### config.mk
export PLATFORM = sky130hd
export DESIGN_NAME = pipelined_control_unit_flat
export DESIGN_NICKNAME = d
export VERILOG_FILES = /design/src/rtl/mips_ctrl_pkg.sv /design/src/rtl/pipelined_control_unit_if.sv /design/src/rtl/pipelined_control_unit_main_decoder.sv /design/src/rtl/pipelined_control_unit.sv /design/src/flat_wrapper.sv
export SDC_FILE = /design/constraint.sdc
export NUM_CORES = 1
export LEC_CHECK = 0
export ABC_AREA = 1
export CORE_MARGIN = 1
export CORE_UTILIZATION = 50
export CTS_CLUSTER_DIAMETER = 120
export DETAILED_ROUTE_END_ITERATION = 10
export PLACE_DENSITY = 0.85
export SLEW_MARGIN = 30
export SYNTH_ARGS = -nofsm -noshare
export SYNTH_HDL_FRONTEND = slang
export SYNTH_HIERARCHICAL = 1
export SYNTH_SLANG_ARGS = --single-unit
### constraint.sdc
create_clock -name Clk -period 2.8 [get_ports Clk]
set_input_delay 0.42 -clock Clk [delete_from_list [all_inputs] [get_ports Clk]]
set_output_delay 0.42 -clock Clk [all_outputs]
set_load 0.01 [all_outputs]
### src/rtl/mips_ctrl_pkg.sv
// Shared types and constants for the pipelined MIPS control unit:
// opcode and ALU-op encodings plus the per-instruction control bundle.
package mips_ctrl_pkg;

    localparam int OPCODE_W = 6;
    localparam int FUNCT_W  = 6;

    localparam logic [OPCODE_W-1:0] OP_RTYPE = 6'b000000;
    localparam logic [OPCODE_W-1:0] OP_LW    = 6'b100011;
    localparam logic [OPCODE_W-1:0] OP_SW    = 6'b101011;
    localparam logic [OPCODE_W-1:0] OP_BEQ   = 6'b000100;
    localparam logic [OPCODE_W-1:0] OP_ADDI  = 6'b001000;

    localparam logic [FUNCT_W-1:0] ALU_ADD = 6'b100000;
    localparam logic [FUNCT_W-1:0] ALU_SUB = 6'b100010;

    typedef struct packed {
        logic               RegDst;
        logic               ALUSrc;
        logic [FUNCT_W-1:0] ALUOp;
        logic               Branch;
        logic               MemRead;
        logic               MemWrite;
        logic               MemtoReg;
        logic               RegWrite;
    } ctrl_bundle_t;

    // A bubble carries no side effects in any later stage.
    localparam ctrl_bundle_t CTRL_BUBBLE = '0;

endpackage

### src/rtl/pipelined_control_unit_if.sv
// Datapath <-> control-unit signal bundle. The datapath side uses the
// master modport, the control unit the slave modport.
// Optional macro PERF_CNT_EN adds the performance counter outputs.
interface pipelined_control_unit_if #(
    parameter int INSTR_W    = 32,
    parameter int ALUOP_W    = 6,
    parameter int REG_ADDR_W = 5
`ifdef PERF_CNT_EN
    ,
    parameter int CNT_W      = 16
`endif
);
    logic [INSTR_W-1:0]    ID_Instr;
    logic                  ID_Valid;
    logic                  ALUZero;
    logic                  EX_RegDst;
    logic                  EX_ALUSrc;
    logic [ALUOP_W-1:0]    EX_ALUOp;
    logic                  MEM_MemRead;
    logic                  MEM_MemWrite;
    logic                  WB_MemtoReg;
    logic                  WB_RegWrite;
    logic [REG_ADDR_W-1:0] WB_WriteReg;
    logic                  PCSrc;
    logic                  Stall;
    logic                  Flush;
    logic                  IllegalInstr;
`ifdef PERF_CNT_EN
    logic [CNT_W-1:0]      StallCnt;
    logic [CNT_W-1:0]      FlushCnt;
    logic [CNT_W-1:0]      IllegalCnt;
`endif

    modport master (
        output ID_Instr, ID_Valid, ALUZero,
        input  EX_RegDst, EX_ALUSrc, EX_ALUOp, MEM_MemRead, MEM_MemWrite,
               WB_MemtoReg, WB_RegWrite, WB_WriteReg, PCSrc, Stall, Flush,
               IllegalInstr
`ifdef PERF_CNT_EN
        , input StallCnt, FlushCnt, IllegalCnt
`endif
    );

    modport slave (
        input  ID_Instr, ID_Valid, ALUZero,
        output EX_RegDst, EX_ALUSrc, EX_ALUOp, MEM_MemRead, MEM_MemWrite,
               WB_MemtoReg, WB_RegWrite, WB_WriteReg, PCSrc, Stall, Flush,
               IllegalInstr
`ifdef PERF_CNT_EN
        , output StallCnt, FlushCnt, IllegalCnt
`endif
    );

endinterface

### src/rtl/pipelined_control_unit_main_decoder.sv
// Purely combinational main decoder: opcode/funct -> control bundle plus
// an illegal-opcode flag. Invalid slots decode to a bubble.
module main_decoder
    import mips_ctrl_pkg::*;
(
    input  logic [OPCODE_W-1:0] opcode,
    input  logic [FUNCT_W-1:0]  funct,
    input  logic                is_nop,
    input  logic                valid,
    output ctrl_bundle_t        ctrl,
    output logic                illegal
);

    // Opcode table; anything not listed is a zero bundle flagged illegal.
    always_comb begin
        ctrl    = CTRL_BUBBLE;
        illegal = 1'b0;
        if (valid) begin
            case (opcode)
                OP_RTYPE: begin
                    ctrl.RegDst   = 1'b1;
                    ctrl.ALUOp    = funct;
                    ctrl.RegWrite = ~is_nop;
                end
                OP_LW: begin
                    ctrl.ALUSrc   = 1'b1;
                    ctrl.ALUOp    = ALU_ADD;
                    ctrl.MemRead  = 1'b1;
                    ctrl.MemtoReg = 1'b1;
                    ctrl.RegWrite = 1'b1;
                end
                OP_SW: begin
                    ctrl.ALUSrc   = 1'b1;
                    ctrl.ALUOp    = ALU_ADD;
                    ctrl.MemWrite = 1'b1;
                end
                OP_BEQ: begin
                    ctrl.ALUOp    = ALU_SUB;
                    ctrl.Branch   = 1'b1;
                end
                OP_ADDI: begin
                    ctrl.ALUSrc   = 1'b1;
                    ctrl.ALUOp    = ALU_ADD;
                    ctrl.RegWrite = 1'b1;
                end
                default: illegal = 1'b1;
            endcase
        end
    end

endmodule

### src/rtl/pipelined_control_unit.sv
// Pipelined MIPS control unit: decodes the IF/ID instruction, carries the
// control bundle through ID/EX, EX/MEM and MEM/WB, and resolves load-use
// stalls and taken-branch flushes.
// Optional macro PERF_CNT_EN adds saturating stall/flush/illegal counters.
module pipelined_control_unit
    import mips_ctrl_pkg::*;
#(
    parameter int INSTR_W    = 32,
    parameter int ALUOP_W    = 6,
    parameter int REG_ADDR_W = 5
`ifdef PERF_CNT_EN
    ,
    parameter int CNT_W      = 16
`endif
) (
    input logic                     Clk,
    input logic                     Rst,
    pipelined_control_unit_if.slave bus
);

    typedef struct packed {
        logic                  MemRead;
        logic                  MemWrite;
        logic                  MemtoReg;
        logic                  RegWrite;
        logic [REG_ADDR_W-1:0] WriteReg;
    } mem_stage_t;

    typedef struct packed {
        logic                  MemtoReg;
        logic                  RegWrite;
        logic [REG_ADDR_W-1:0] WriteReg;
    } wb_stage_t;

    logic [OPCODE_W-1:0]   id_opcode;
    logic [FUNCT_W-1:0]    id_funct;
    logic [REG_ADDR_W-1:0] id_rs;
    logic [REG_ADDR_W-1:0] id_rt;
    logic [REG_ADDR_W-1:0] id_rd;
    logic                  id_is_nop;
    logic                  id_uses_rt;

    ctrl_bundle_t          dec_ctrl;
    logic                  dec_illegal;

    ctrl_bundle_t          ex_ctrl_q, ex_ctrl_d;
    logic [REG_ADDR_W-1:0] ex_rt_q, ex_rt_d;
    logic [REG_ADDR_W-1:0] ex_rd_q, ex_rd_d;
    logic                  illegal_q, illegal_d;
    mem_stage_t            mem_q, mem_d;
    wb_stage_t             wb_q, wb_d;

    logic                  pcsrc;
    logic                  load_use;
    logic                  stall;
    logic                  bubble;
    logic [REG_ADDR_W-1:0] ex_write_reg;

    assign id_opcode  = bus.ID_Instr[INSTR_W-1 -: OPCODE_W];
    assign id_funct   = bus.ID_Instr[FUNCT_W-1:0];
    assign id_rs      = bus.ID_Instr[21 +: REG_ADDR_W];
    assign id_rt      = bus.ID_Instr[16 +: REG_ADDR_W];
    assign id_rd      = bus.ID_Instr[11 +: REG_ADDR_W];
    assign id_is_nop  = (bus.ID_Instr == '0);
    // Only these formats read rt as a source; lw/addi write it instead.
    assign id_uses_rt = (id_opcode == OP_RTYPE) || (id_opcode == OP_SW) ||
                        (id_opcode == OP_BEQ);

    main_decoder u_main_decoder (
        .opcode  (id_opcode),
        .funct   (id_funct),
        .is_nop  (id_is_nop),
        .valid   (bus.ID_Valid),
        .ctrl    (dec_ctrl),
        .illegal (dec_illegal)
    );

    // Hazard resolution: a taken branch wins over a load-use stall.
    always_comb begin
        pcsrc    = ex_ctrl_q.Branch & bus.ALUZero;
        load_use = ex_ctrl_q.MemRead && (ex_rt_q != '0) && bus.ID_Valid &&
                   ((ex_rt_q == id_rs) || (id_uses_rt && (ex_rt_q == id_rt)));
        stall    = load_use & ~pcsrc;
        bubble   = stall | pcsrc;
    end

    // Next-state for every stage register; stall or flush inject a bubble into ID/EX.
    always_comb begin
        ex_write_reg = ex_ctrl_q.RegDst ? ex_rd_q : ex_rt_q;

        // ID -> EX
        ex_ctrl_d = dec_ctrl;
        ex_rt_d   = id_rt;
        ex_rd_d   = id_rd;
        illegal_d = dec_illegal;
        if (bubble) begin
            ex_ctrl_d = CTRL_BUBBLE;
            ex_rt_d   = '0;
            ex_rd_d   = '0;
            illegal_d = 1'b0;
        end

        // EX -> MEM
        mem_d.MemRead  = ex_ctrl_q.MemRead;
        mem_d.MemWrite = ex_ctrl_q.MemWrite;
        mem_d.MemtoReg = ex_ctrl_q.MemtoReg;
        mem_d.RegWrite = ex_ctrl_q.RegWrite;
        mem_d.WriteReg = ex_write_reg;

        // MEM -> WB
        wb_d.MemtoReg  = mem_q.MemtoReg;
        wb_d.RegWrite  = mem_q.RegWrite;
        wb_d.WriteReg  = mem_q.WriteReg;
    end

    // Stage registers advance every cycle; reset discards everything in flight.
    always_ff @(posedge Clk or negedge Rst) begin
        if (!Rst) begin
            ex_ctrl_q <= CTRL_BUBBLE;
            ex_rt_q   <= '0;
            ex_rd_q   <= '0;
            illegal_q <= 1'b0;
            mem_q     <= '0;
            wb_q      <= '0;
        end else begin
            ex_ctrl_q <= ex_ctrl_d;
            ex_rt_q   <= ex_rt_d;
            ex_rd_q   <= ex_rd_d;
            illegal_q <= illegal_d;
            mem_q     <= mem_d;
            wb_q      <= wb_d;
        end
    end

    assign bus.EX_RegDst    = ex_ctrl_q.RegDst;
    assign bus.EX_ALUSrc    = ex_ctrl_q.ALUSrc;
    assign bus.EX_ALUOp     = ALUOP_W'(ex_ctrl_q.ALUOp);
    assign bus.MEM_MemRead  = mem_q.MemRead;
    assign bus.MEM_MemWrite = mem_q.MemWrite;
    assign bus.WB_MemtoReg  = wb_q.MemtoReg;
    assign bus.WB_RegWrite  = wb_q.RegWrite;
    assign bus.WB_WriteReg  = wb_q.WriteReg;
    assign bus.PCSrc        = pcsrc;
    assign bus.Flush        = pcsrc;
    assign bus.Stall        = stall;
    assign bus.IllegalInstr = illegal_q;

`ifdef PERF_CNT_EN
    logic [CNT_W-1:0] stall_cnt_q, stall_cnt_d;
    logic [CNT_W-1:0] flush_cnt_q, flush_cnt_d;
    logic [CNT_W-1:0] illegal_cnt_q, illegal_cnt_d;

    function automatic logic [CNT_W-1:0] sat_inc(input logic [CNT_W-1:0] v,
                                                 input logic ev);
        return (ev && (v != '1)) ? v + CNT_W'(1) : v;
    endfunction

    // Event counters stick at all-ones rather than wrapping.
    always_comb begin
        stall_cnt_d   = sat_inc(stall_cnt_q, stall);
        flush_cnt_d   = sat_inc(flush_cnt_q, pcsrc);
        illegal_cnt_d = sat_inc(illegal_cnt_q, illegal_q);
    end

    // Counter state, cleared together with the pipeline.
    always_ff @(posedge Clk or negedge Rst) begin
        if (!Rst) begin
            stall_cnt_q   <= '0;
            flush_cnt_q   <= '0;
            illegal_cnt_q <= '0;
        end else begin
            stall_cnt_q   <= stall_cnt_d;
            flush_cnt_q   <= flush_cnt_d;
            illegal_cnt_q <= illegal_cnt_d;
        end
    end

    assign bus.StallCnt   = stall_cnt_q;
    assign bus.FlushCnt   = flush_cnt_q;
    assign bus.IllegalCnt = illegal_cnt_q;
`endif

endmodule

### src/flat_wrapper.sv
// flat-port wrapper written by rule: the top's interface ports become plain ports
module pipelined_control_unit_flat import mips_ctrl_pkg::*;
#(
    parameter int INSTR_W    = 32,
    parameter int ALUOP_W    = 6,
    parameter int REG_ADDR_W = 5

)
  (Clk, Rst, bus_ID_Instr, bus_ID_Valid, bus_ALUZero, bus_EX_RegDst, bus_EX_ALUSrc, bus_EX_ALUOp, bus_MEM_MemRead, bus_MEM_MemWrite, bus_WB_MemtoReg, bus_WB_RegWrite, bus_WB_WriteReg, bus_PCSrc, bus_Stall, bus_Flush, bus_IllegalInstr);
  pipelined_control_unit_if #(.INSTR_W(INSTR_W), .ALUOP_W(ALUOP_W), .REG_ADDR_W(REG_ADDR_W)) bus_i ();
  input logic Clk;
  input logic Rst;
  input wire logic [$bits(bus_i.ID_Instr)-1:0] bus_ID_Instr;
  input wire logic [$bits(bus_i.ID_Valid)-1:0] bus_ID_Valid;
  input wire logic [$bits(bus_i.ALUZero)-1:0] bus_ALUZero;
  output wire logic [$bits(bus_i.EX_RegDst)-1:0] bus_EX_RegDst;
  output wire logic [$bits(bus_i.EX_ALUSrc)-1:0] bus_EX_ALUSrc;
  output wire logic [$bits(bus_i.EX_ALUOp)-1:0] bus_EX_ALUOp;
  output wire logic [$bits(bus_i.MEM_MemRead)-1:0] bus_MEM_MemRead;
  output wire logic [$bits(bus_i.MEM_MemWrite)-1:0] bus_MEM_MemWrite;
  output wire logic [$bits(bus_i.WB_MemtoReg)-1:0] bus_WB_MemtoReg;
  output wire logic [$bits(bus_i.WB_RegWrite)-1:0] bus_WB_RegWrite;
  output wire logic [$bits(bus_i.WB_WriteReg)-1:0] bus_WB_WriteReg;
  output wire logic [$bits(bus_i.PCSrc)-1:0] bus_PCSrc;
  output wire logic [$bits(bus_i.Stall)-1:0] bus_Stall;
  output wire logic [$bits(bus_i.Flush)-1:0] bus_Flush;
  output wire logic [$bits(bus_i.IllegalInstr)-1:0] bus_IllegalInstr;
  assign bus_i.ID_Instr = bus_ID_Instr;
  assign bus_i.ID_Valid = bus_ID_Valid;
  assign bus_i.ALUZero = bus_ALUZero;
  assign bus_EX_RegDst = bus_i.EX_RegDst;
  assign bus_EX_ALUSrc = bus_i.EX_ALUSrc;
  assign bus_EX_ALUOp = bus_i.EX_ALUOp;
  assign bus_MEM_MemRead = bus_i.MEM_MemRead;
  assign bus_MEM_MemWrite = bus_i.MEM_MemWrite;
  assign bus_WB_MemtoReg = bus_i.WB_MemtoReg;
  assign bus_WB_RegWrite = bus_i.WB_RegWrite;
  assign bus_WB_WriteReg = bus_i.WB_WriteReg;
  assign bus_PCSrc = bus_i.PCSrc;
  assign bus_Stall = bus_i.Stall;
  assign bus_Flush = bus_i.Flush;
  assign bus_IllegalInstr = bus_i.IllegalInstr;
  pipelined_control_unit #(.INSTR_W(INSTR_W), .ALUOP_W(ALUOP_W), .REG_ADDR_W(REG_ADDR_W)) u_core (.Clk(Clk), .Rst(Rst), .bus(bus_i));
endmodule
== Yosys cells after proc, flatten, opt, wreduce, memory -nomap -nowiden ==
Cells that the tools add are included.

* Output and inout bits: 21
* Input port bits: 36
* Register bits after elaboration: 40

* Equality and inequality tests: 6
* Bitwise gates (word level): 5
* Mux-type cells: 15
* Reductions and logical operators: 13

{| class="wikitable"
|+ Operator list
! kind !! number
|-
| $logic_not A32 Y1 || 1
|-
| $mux W13 || 2
|-
| $pmux W6 S3 || 1
|-
| $mux W5 || 3
|-
| $eq A6 B6 Y1 const B || 2
|-
| $eq A5 B5 Y1 || 2
|-
| $mux W1 || 8
|-
| $eq A6 B3 Y1 const B || 1
|-
| $eq A6 B4 Y1 const B || 1
|-
| $logic_not A6 Y1 || 1
|-
| $reduce_bool A5 Y1 || 1
|-
| $reduce_or A5 Y1 || 1
|-
| $logic_and A1 B1 Y1 || 4
|-
| $logic_or A1 B1 Y1 || 3
|-
| $reduce_or A3 Y1 || 1
|-
| $and A1 B1 Y1 || 2
|-
| $not A1 Y1 || 2
|-
| $pmux W1 S2 || 1
|-
| $reduce_or A2 Y1 || 1
|-
| $or A1 B1 Y1 || 1
|}

== Logic depth before layout (Yosys ltp) ==
Gate-level depths: netlist (run 1).

* Word-level depth: 9
* Mapped depth: 10
* Mapped depth without buffers: 9

== Cells and area by module ==
The synthesis (run 1) kept the hierarchy.

{| class="wikitable"
|+ Modules (own cells, without submodules)
! module !! seq. area each (um^2) !! instances !! area an instance (um^2) !! cells an instance
|-
| pipelined_control_unit || 1,001.0 || 1 || 1,649.1 || 174
|-
| main_decoder || 0.0 || 1 || 222.7 || 44
|}

== Least setup slack after synthesis (run 1) ==
No wires, ideal clock.

* Path type: input to output
* Start: input bus_ID_Instr[31]
* End: output bus_Stall
* Path buffers: 0
* Stages: 7
* Arrival: 1.066 ns
* Required time: 2.380 ns
* Setup slack: 1.314 ns
* Cell sequence: nor2_1 -> nand3_1 -> nand2_1 -> nand2_1 -> o21ai_2 -> nand2_2 -> nor2_1

* Longest elaborated chain between the ends: 7
* Elaborated cells between the ends (all ways): 9

{| class="wikitable"
|+ RTL lines
! item !! RTL line !! source
|-
| start: declaration || flat_wrapper.sv:13 || <nowiki>input wire logic [$bits(bus_i.ID_Instr)-1:0] bus_ID_Instr;</nowiki>
|-
| $eq A6 B6 Y1 or $logic_not A6 Y1 (tied branches) || pipelined_control_unit.sv:66 || <nowiki>assign id_uses_rt = (id_opcode == OP_RTYPE) || (id_opcode == OP_SW) ||</nowiki>
|-
| $logic_or A1 B1 Y1 || pipelined_control_unit.sv:66 ||
|-
| $logic_or A1 B1 Y1 (*) || pipelined_control_unit.sv:66 ||
|-
| $logic_and A1 B1 Y1 (*) || pipelined_control_unit.sv:82 || <nowiki>((ex_rt_q == id_rs) || (id_uses_rt && (ex_rt_q == id_rt)));</nowiki>
|-
| $logic_or A1 B1 Y1 (*) || pipelined_control_unit.sv:82 ||
|-
| $logic_and A1 B1 Y1 (*) || pipelined_control_unit.sv:81 || <nowiki>load_use = ex_ctrl_q.MemRead && (ex_rt_q != '0) && bus.ID_Valid &&</nowiki>
|-
| $and A1 B1 Y1 (*) || pipelined_control_unit.sv:83 || <nowiki>stall = load_use & ~pcsrc;</nowiki>
|-
| end: declaration || flat_wrapper.sv:25 || <nowiki>output wire logic [$bits(bus_i.Stall)-1:0] bus_Stall;</nowiki>
|}

Every way passes the cells marked *; elsewhere a longest branch is shown, timed or not.

== Worst setup path in the final report (run 1) ==
* Start: input bus_ID_Instr[20]
* End: output bus_Stall

* Longest elaborated chain between the ends: 5

{| class="wikitable"
|+ RTL lines
! item !! RTL line
|-
| $eq A5 B5 Y1 || pipelined_control_unit.sv:82
|-
| $logic_and A1 B1 Y1 || pipelined_control_unit.sv:82
|-
| $logic_or A1 B1 Y1 || pipelined_control_unit.sv:82
|-
| $logic_and A1 B1 Y1 || pipelined_control_unit.sv:81
|-
| $and A1 B1 Y1 || pipelined_control_unit.sv:83
|}

No other way between the ends.

==> flow_summary_export.csv, run 1 <==
group,metric,value,unit
outcome,outcome,"complete, no violations",
sta,worst_slack,0.2125,ns
final_layout,layout_commonest_cell,"clkdlybuf4s50_1",
critical_path,critPathLaunchType,"input pin",
placement,finalWeightedCongestion,0.7948,
clock_network,cts_hold_buf,0,
sta,finClkSkew,0.006851,ns
power,peakVddDrop,0.3056,mV
floorplanning,die_x,63.19,microns
global_route,grt_pass1_wl,6078,microns
yosys,yosysUniqueCellTypes,23,
floorplanning,die_y,63.19,microns
yosys,synth.cell_area,1872,sq um
critical_path,crit_type,"in -> out",
critical_path,worstPathArrival,2.17,ns
clock_network,cts_setup_buffers,0,
yosys,synth_seq_cells,40,
clock_network,cts_tree,"yes",
clock_network,path_clk_slew,0.07,ns
critical_path,crit_path_top_delay_cell,"clkdlybuf4s50_1",
sta,fin_tns_setup,0,ns
final_layout,seq_area,1001,sq um
placement,dp.cells,310,
floorplanning,initial_core_util,0.5397,
final_layout,area_delta_synth_final,32.89,%
drt,postRouteAntennaNets,0,
floorplanning,rows,21,
sta,post-route-period-util,0.9241,
global_route,grt_antenna_before_repair,0,
global_route,grt_pass1_vias,1405,
final_layout,multiInputGateArea,603.1,sq um
critical_path,path_cells,"clkdlybuf4s50_1, inv_1, nand2_1, nand2_1, nor2_1, nand2_1, o21ai_2, nand2_2, nor2_1, clkdlybuf4s50_1",
global_route,grt_max_degree,41,
yosys,yosysWarnings,6,
power,total_power,1122,uW
clock_network,cts-resized-gates,0,
clock_network,cts_sinks,40,
clock_network,cts-buffers-inserted,5,
drt,drt_wl_total,3513,microns
global_route,grt_overflow,0,
hold_path,worst_hold_path_type,"in -> async",
drt,vias,1428,
yosys,avgSynthCellArea,8.586,sq um
sta,relSlewSlack,0.4465,
power,p_leak,0.001214,uW
placement,dp_hpwl,2664,microns
clock_network,htreeDepth,2,
sta,setup_viol,0,
power,powerDensity,451.2,nW/um^2
flow_run,maxCapViolations,0,
critical_path,crit_top_cell,"nand2_1",
drt,via_per_inst,4.491,
floorplanning,dieArea,3992,sq um
sta,finalHoldViolations,0,
drt,first_pass_iters,4,
final_layout,layout-drive-gt1-share,0.1324,
clock_network,cts_buffer_depth,2,
sta,tightest_slew,0.8303,ns
final_layout,fill_cells,292,
sta,drv_slew,0,
floorplanning,coreArea,3468,sq um
critical_path,worstPathMaxFanout,3,
final_layout,diodes,0,
yosys,synth_cells,218,
clock_network,clock-root-buffer,"clkbuf_8",
final_layout,finalNonFillerCells,318,
drt,wire_per_inst,11.05,microns
sta,fmax,386.5,MHz
critical_path,slowest_delay,0.54,ns
critical_path,required,2.38,ns
floorplanning,ios,57,
yosys,ys_seq_area_frac,0.5348,
sta,rsz0062_at_grt,"false",
placement,detailedPlace.worstSlack,0.2482,ns
global_route,grt_usage,0.1991,
final_layout,nets,307,
clock_network,worstSkewPairLatency,0.28,ns
drt,drc_errors,0,
sta,min_period,2.588,ns
critical_path,endpoint_kind,"primary output",
final_layout,layout_common_cells,"55 x clkdlybuf4s50_1, 44 x inv_1, 40 x dfrtp_1, 35 x nand2_1, 31 x nor2_1",
yosys,syn_nets,254,
drt,dr.first_iter.drc_count,69,
placement,io_buffers,56,
per-layer routing:
layer | global-route usage | routed length [microns] | vias up
li1 | - | - | 744
met1 | 0.2473 | 1579 | 629
met2 | 0.3374 | 1719 | 49
met3 | 0.03986 | 148 | 6
met4 | 0.08239 | 65 | 0
met5 | 0 | 0 | -
Yosys cell counts:
master	n	area (sq um)
a21oi_2	1	8.760
o21ai_2	2	17.52
xor2_1	1	8.760
o21ai_0	6	30.03
nor2_2	16	100.1
nand2_1	35	131.4
inv_2	2	7.510
nand3_2	3	30.03
buf_6	1	11.26
inv_1	44	165.2
nand4_1	1	6.260
buf_4	8	60.06
buf_12	1	20.02
nor4_1	6	37.54
a21oi_1	1	5.000
nor2_1	31	116.4
nand2_4	1	11.26
clkbuf_1	1	3.750
nor3_1	3	15.01
xnor2_1	3	26.28
nand3_1	8	40.04
dfrtp_1	40	1001
nand2_2	3	18.77
kinds of logic (layout without fill, tap and decap cells):
| family | after synthesis | in the layout | synth area share |
|---|---|---|---|
| simple gates | 107 | 107 | 0.2707 |
| buf+inv | 57 | 111 | 0.1430 |
| flops | 40 | 40 | 0.5348 |
| compound gates | 10 | 10 | 0.03275 |
| xor+xnor | 4 | 4 | 0.01872 |
report_power, final:
part           internal, uW  switching, uW
Sequential              596           8.60
Combinational          76.5           66.7
Clock                   201            173
Total                   874            249
registers in the layout, indices dropped and copies added (netlist names), 5 cells and up:
register,cells
u_core/ex_rd_q,5
u_core/ex_ctrl_q,5
u_core/bus.EX_ALUOp,6
u_core/ex_rt_q,5
u_core/mem_q,7
u_core/bus.WB_WriteReg,5
critical path: cells and delay by family:
family                 cells  cell delay, ns
buffers and inverters      3            1.12
AOI/OAI and AO/OA          1            0.13
and+or+nand+nor            6            0.50
metrics by stage:
| stage | cell area, sq um | hold slack, ns | utilization |
|---|---|---|---|
| floorplan | 1872 | 0.1244 | - |
| global placement | 2397 | 0.3314 | 0.6912 |
| detailed placement | 2397 | 0.3378 | 0.6912 |
| CTS | 2487 | 0.2608 | 0.7172 |
| global route | 2487 | 0.3031 | 0.7172 |
| finish | 2487 | 0.2383 | 0.7172 |
final cells by class:
| type | count | share of cell area |
|---|---|---|
| Clock buffer | 8 | 0.03622 |
| Inverter | 46 | 0.06942 |
| Multi-Input combinational cell | 121 | 0.2425 |
| Sequential cell | 40 | 0.4024 |
| Tap cell | 46 | 0.02314 |
| Timing Repair Buffer | 57 | 0.2264 |
final timing paths:
kind	startpoint	end	cells past startpoint	slack [ns]
worst max-delay path	bus_ID_Instr[20]	bus_Stall	10	0.21
worst min-delay path	Rst	u_core/ex_rd_q[3]	1	0.24
worst max register to register	u_core/ex_rt_q[4]	u_core/ex_rd_q[4]	9	1.27
worst min register to register	u_core/mem_q[4]	u_core/bus.WB_WriteReg[4]	0	0.35
max in group asynchronous	Rst	u_core/bus.EX_ALUOp[4]	1	2.04
min in group Clk	u_core/mem_q[4]	u_core/bus.WB_WriteReg[4]	0	0.35
Note: power is estimated with default switching activity, not from simulation.
==> run 2, diff against run 1 <==
--- a/config.mk
+++ b/config.mk
@@ -6,10 +6,11 @@
 export NUM_CORES = 1
 export LEC_CHECK = 0
 export ABC_AREA = 1
-export CORE_MARGIN = 1
 export CORE_UTILIZATION = 50
+export CTS_BUF_LIST = sky130_fd_sc_hd__clkbuf_4 sky130_fd_sc_hd__clkbuf_8 sky130_fd_sc_hd__clkbuf_16
 export CTS_CLUSTER_DIAMETER = 120
 export DETAILED_ROUTE_END_ITERATION = 10
+export HOLD_SLACK_MARGIN = 0.05
 export PLACE_DENSITY = 0.85
 export SLEW_MARGIN = 30
 export SYNTH_ARGS = -nofsm -noshare
==> flow_summary_export.csv, run 2 (same netlist as run 1, synthesis figures left out) <==
group,metric,value,unit
outcome,outcome,"complete, no violations",
power,powerDensity,457.6,nW/um^2
sta,finClkSkew,0.005851,ns
clock_network,cts_hold_buf,0,
drt,postRouteAntennaNets,0,
sta,worst_slack,0.2128,ns
floorplanning,die_y,63.19,microns
critical_path,rr_worst_depth,9,
global_route,grt_antenna_before_repair,0,
drt,drc_errors,0,
power,p_int,893.0,uW
clock_network,cts-resized-gates,0,
final_layout,layout_commonest_cell,"clkdlybuf4s50_1",
hold_path,worst_hold_path_type,"in -> async",
power,p_leak,0.001221,uW
floorplanning,dieArea,3992,sq um
floorplanning,rows,21,
floorplanning,ios,57,
sta,tightest_slew,0.8465,ns
drt,first_pass_iters,4,
drt,drt_wl_total,3558,microns
final_layout,nets,307,
sta,relSlewSlack,0.4357,
global_route,grt_pass1_vias,1410,
sta,min_period,2.587,ns
power,peakVddDrop,0.3044,mV
critical_path,endpoint_kind,"primary output",
sta,fin_tns_setup,0,ns
final_layout,diodes,0,
drt,via_per_inst,4.503,
sta,setup_viol,0,
sta,drv_slew,0,
critical_path,worstPathArrival,2.17,ns
final_layout,layout-drive-gt1-share,0.1397,
clock_network,clock-root-buffer,"clkbuf_8",
power,p_sw,248.6,uW
placement,dp_hpwl,2664,microns
sta,finalHoldViolations,0,
critical_path,r2r_slack,1.26,ns
sta,fmax,386.5,MHz
critical_path,path_cells,"clkdlybuf4s50_1, inv_1, nand2_1, nand2_1, nor2_1, nand2_1, o21ai_2, nand2_2, nor2_1, clkdlybuf4s50_1",
final_layout,top_register,"u_core/mem_q",
sta,whs,0.2454,ns
critical_path,r2r_end,"u_core/ex_rd_q[4]",
floorplanning,initial_core_util,0.5397,
drt,wire_per_inst,11.19,microns
flow_run,maxCapViolations,0,
power,p_clk_frac,0.344,
clock_network,path_clk_slew,0.07,ns
power,combinationalPowerShare,0.126,
critical_path,critPathLaunchType,"input pin",
critical_path,crit_type,"in -> out",
global_route,grt_overflow,0,
final_layout,largest_reg_flops,7,
placement,detailedPlace.worstSlack,0.2482,ns
clock_network,htreeDepth,2,
drt,dr.first_iter.drc_count,57,
critical_path,crit_top_cell,"nand2_1",
placement,io_buffers,56,
clock_network,cts_setup_buffers,0,
sta,post-route-period-util,0.9240,
floorplanning,coreArea,3468,sq um
clock_network,cts_buffer_depth,2,
clock_network,worstSkewPairLatency,0.28,ns
global_route,grt_usage,0.2007,
critical_path,r2r_start,"u_core/ex_rt_q[4]",
final_layout,layout_common_cells,"55 x clkdlybuf4s50_1, 44 x inv_1, 40 x dfrtp_1, 35 x nand2_1, 31 x nor2_1",
power,p_seq_frac,0.530,
placement,finalWeightedCongestion,0.7948,
clock_network,cts_tree,"yes",
critical_path,slowest_delay,0.54,ns
drt,vias,1432,
power,switching_share,0.2178,
critical_path,crit_path_top_delay_cell,"clkdlybuf4s50_1",
sta,rsz0062_at_grt,"false",
clock_network,cts_sinks,40,
global_route,grt_pass1_wl,6134,microns
critical_path,path_delay_family,"buffers and inverters",
clock_network,cts-buffers-inserted,5,
critical_path,critPathBufInv,3,
final_layout,area_delta_synth_final,33.29,%
critical_path,worstPathMaxFanout,3,
floorplanning,die_x,63.19,microns
critical_path,required,2.38,ns
global_route,grt_max_degree,41,
run 2: worst max path at each step:
stage,startpoint,endpoint,slack (ns),cells after the start
6_report,bus_ID_Instr[20],bus_Stall,0.21,10
5_1_grt,bus_ID_Instr[29],bus_Stall,0.08,10
4_1_cts,bus_ID_Instr[20],bus_Stall,0.23,10
3_5_place_dp,bus_ID_Instr[20],bus_Stall,0.25,10
3_3_place_gp,bus_ID_Instr[29],bus_Stall,0.27,10
2_1_floorplan,bus_ID_Instr[31],bus_Stall,1.31,7
run 2: metrics by stage:
stage,cells,power [uW],instance area (sq um),util
3_3_place_gp,310,755.8,2397,0.6912
5_1_grt,318,1199,2495,0.7193
6_report,318,1142,2495,0.7193
3_5_place_dp,310,759.6,2397,0.6912
2_1_floorplan,218,666.2,1872,-
4_1_cts,318,1152,2495,0.7193
run 2: area by class of cell:
class                           count  area (sq um)
Clock buffer                        8         97.59
Sequential cell                    40          1001
Inverter                           46         172.7
Multi-Input combinational cell    121         603.1
Fill cell                         290         973.4
Tap cell                           46         57.56
Timing Repair Buffer               57         563.0
run 2: routing by layer:
metal | global-route usage | wire, microns
met1 | 0.2497 | 1580
met2 | 0.3401 | 1760
met3 | 0.03986 | 152
met4 | 0.08239 | 65
met5 | 0 | 0
run 2: power by group through the flow:
stage	sequential, uW	clock [uW]	combinational (uW)
after floorplan	617	0	48.9
after global placement	615	0	141
after detailed placement	616	0	144
after CTS	605	402	145
after global routing	607	432	160
final	605	393	144
==> run 3, diff against run 2 <==
--- a/config.mk
+++ b/config.mk
@@ -12,6 +12,7 @@
 export DETAILED_ROUTE_END_ITERATION = 10
 export HOLD_SLACK_MARGIN = 0.05
 export PLACE_DENSITY = 0.85
+export SKIP_CTS_REPAIR_TIMING = 1
 export SLEW_MARGIN = 30
 export SYNTH_ARGS = -nofsm -noshare
 export SYNTH_HDL_FRONTEND = slang
==> results of run 3 <==
Final layout, timing and power as in run 2 (identical DEF).
==> edit: new RTL, settings of run 1 <==
`INSTR_W` is set to 32 in 3 places; all go to 64.
--- a/src/rtl/pipelined_control_unit_if.sv
+++ b/src/rtl/pipelined_control_unit_if.sv
@@ -2,7 +2,7 @@
 // master modport, the control unit the slave modport.
 // Optional macro PERF_CNT_EN adds the performance counter outputs.
 interface pipelined_control_unit_if #(
-    parameter int INSTR_W    = 32,
+    parameter int INSTR_W    = 64,
     parameter int ALUOP_W    = 6,
     parameter int REG_ADDR_W = 5
 `ifdef PERF_CNT_EN
--- a/src/rtl/pipelined_control_unit.sv
+++ b/src/rtl/pipelined_control_unit.sv
@@ -5,7 +5,7 @@
 module pipelined_control_unit
     import mips_ctrl_pkg::*;
 #(
-    parameter int INSTR_W    = 32,
+    parameter int INSTR_W    = 64,
     parameter int ALUOP_W    = 6,
     parameter int REG_ADDR_W = 5
 `ifdef PERF_CNT_EN
--- a/src/flat_wrapper.sv
+++ b/src/flat_wrapper.sv
@@ -1,7 +1,7 @@
 // flat-port wrapper written by rule: the top's interface ports become plain ports
 module pipelined_control_unit_flat import mips_ctrl_pkg::*;
 #(
-    parameter int INSTR_W    = 32,
+    parameter int INSTR_W    = 64,
     parameter int ALUOP_W    = 6,
     parameter int REG_ADDR_W = 5
 
Ports: changed (resized bus_ID_Instr); port bits go from 57 to 89. The function was not compared with the original's and may differ.
==> edit against run 1 <==
- total power up 11%
- cell area rose by 17%
- maximum frequency down 1.9%
- via count rose by 24%
- sequential cell count did not move
- cell count rose by 17%
- wire length grew 15%
- worst setup slack worse by 0.051 ns
- area after synthesis grew 5.1%
- largest cell class unchanged
==> edit: results <==
[final_layout]
nonClkBufAreaFrac_pct = 30.1
drive_gt1_share_pct = 11.1
n_all_buffers = 88
nets = 391
seq_cells = 40
fillers = 260
postLayoutCoreUtil_pct = 78.5
clockNetworkAreaShare_pct = 3.69
clkbuf_count = 6
instances_no_fill = 372
multi_input_cells = 142

[place]
gp_congestion = 0.800
place_area_sq_mm = 0.00281
port_buffers = 88
preCtsSetupSlack_ns = 0.164
dp.cells = 364

[logic_synthesis]
yosysSeqAreaShare_pct = 50.9
synth.net_count = 307
yosys-top-cells-count = inv_1 (44), nand2_1 (44), dfrtp_1 (40)
yosys-top-cells-area = dfrtp_1 (51%), inv_1 (8.4%), nand2_1 (8.4%)
syn_inst = 239

[grt]
gr-usage-all-layers_pct = 21.3
grt_pass1_vias = 1655
grt_pass1_wl_mm = 6.77
use_met3_pct = 3.52
grt_util_met1_pct = 23.9

[critical_path]
cp_max_fo = 6
max_stage_delay_ns = 0.57
worstPathArrival_ns = 2.22

[routing]
wl_per_cell_um = 10.9
drt_iter0_markers = 113
vias = 1769

[status]
run_status = completed

[power]
leakagePower_nw = 1.35
internal_power_mw = 0.977

[timing]
tightest_slew_ns = 0.483
skew_ns = 0.00257
-- edit: changes by cell type after synthesis --
cell and change:
nand3_1 -1, nor2_1 +7, nand2_1 +9, nor3_1 -2, nor4_1 +8
-- edit: logic make-up (layout without fill, tap and decap cells) --
logic type | Yosys count | count (layout) | synth area share, %
DFF | 40 | 40 | 50.9
AOI/OAI and AO/OA | 10 | 10 | 3.12
xor gates and xnor gates | 4 | 4 | 1.78
and+or+nand+nor | 128 | 128 | 30.6
buffers and inverters | 57 | 142 | 13.6
-- edit: per-layer routing --
layer,part of all wire (%),vias to the layer above
li1,-,880
met1,39,813
met2,54,72
met3,5.5,4
met4,0.96,0
met5,0,-
-- edit: power by group through the flow --
stage | sequential, mW | clock [mW] | combinational (mW)
floorplan | 0.617 | 0 | 0.0517
global placement | 0.615 | 0 | 0.187
detailed placement | 0.616 | 0 | 0.190
CTS | 0.605 | 0.456 | 0.191
global route | 0.606 | 0.479 | 0.208
finish | 0.605 | 0.447 | 0.190
-- edit: path summary, 6_finish.rpt --
| kind | start | end | slack, ns | cells past startpoint |
|---|---|---|---|---|
| worst max-delay path | bus_ID_Instr[61] | bus_Stall | 0.16 | 10 |
| worst min-delay path | Rst | u_core/bus.EX_ALUOp[4]$_DFF_PN0_ | 0.1 | 1 |
| worst max register to register | u_core/ex_rt_q[0]$_DFF_PN0_ | u_core/ex_rd_q[4]$_DFF_PN0_ | 1.32 | 9 |
| worst min register to register | u_core/mem_q[4]$_DFF_PN0_ | u_core/bus.WB_WriteReg[4]$_DFF_PN0_ | 0.35 | 0 |
| max in group asynchronous | Rst | u_core/mem_q[1]$_DFF_PN0_ | 2.37 | 1 |
| min in group Clk | u_core/mem_q[4]$_DFF_PN0_ | u_core/bus.WB_WriteReg[4]$_DFF_PN0_ | 0.35 | 0 |
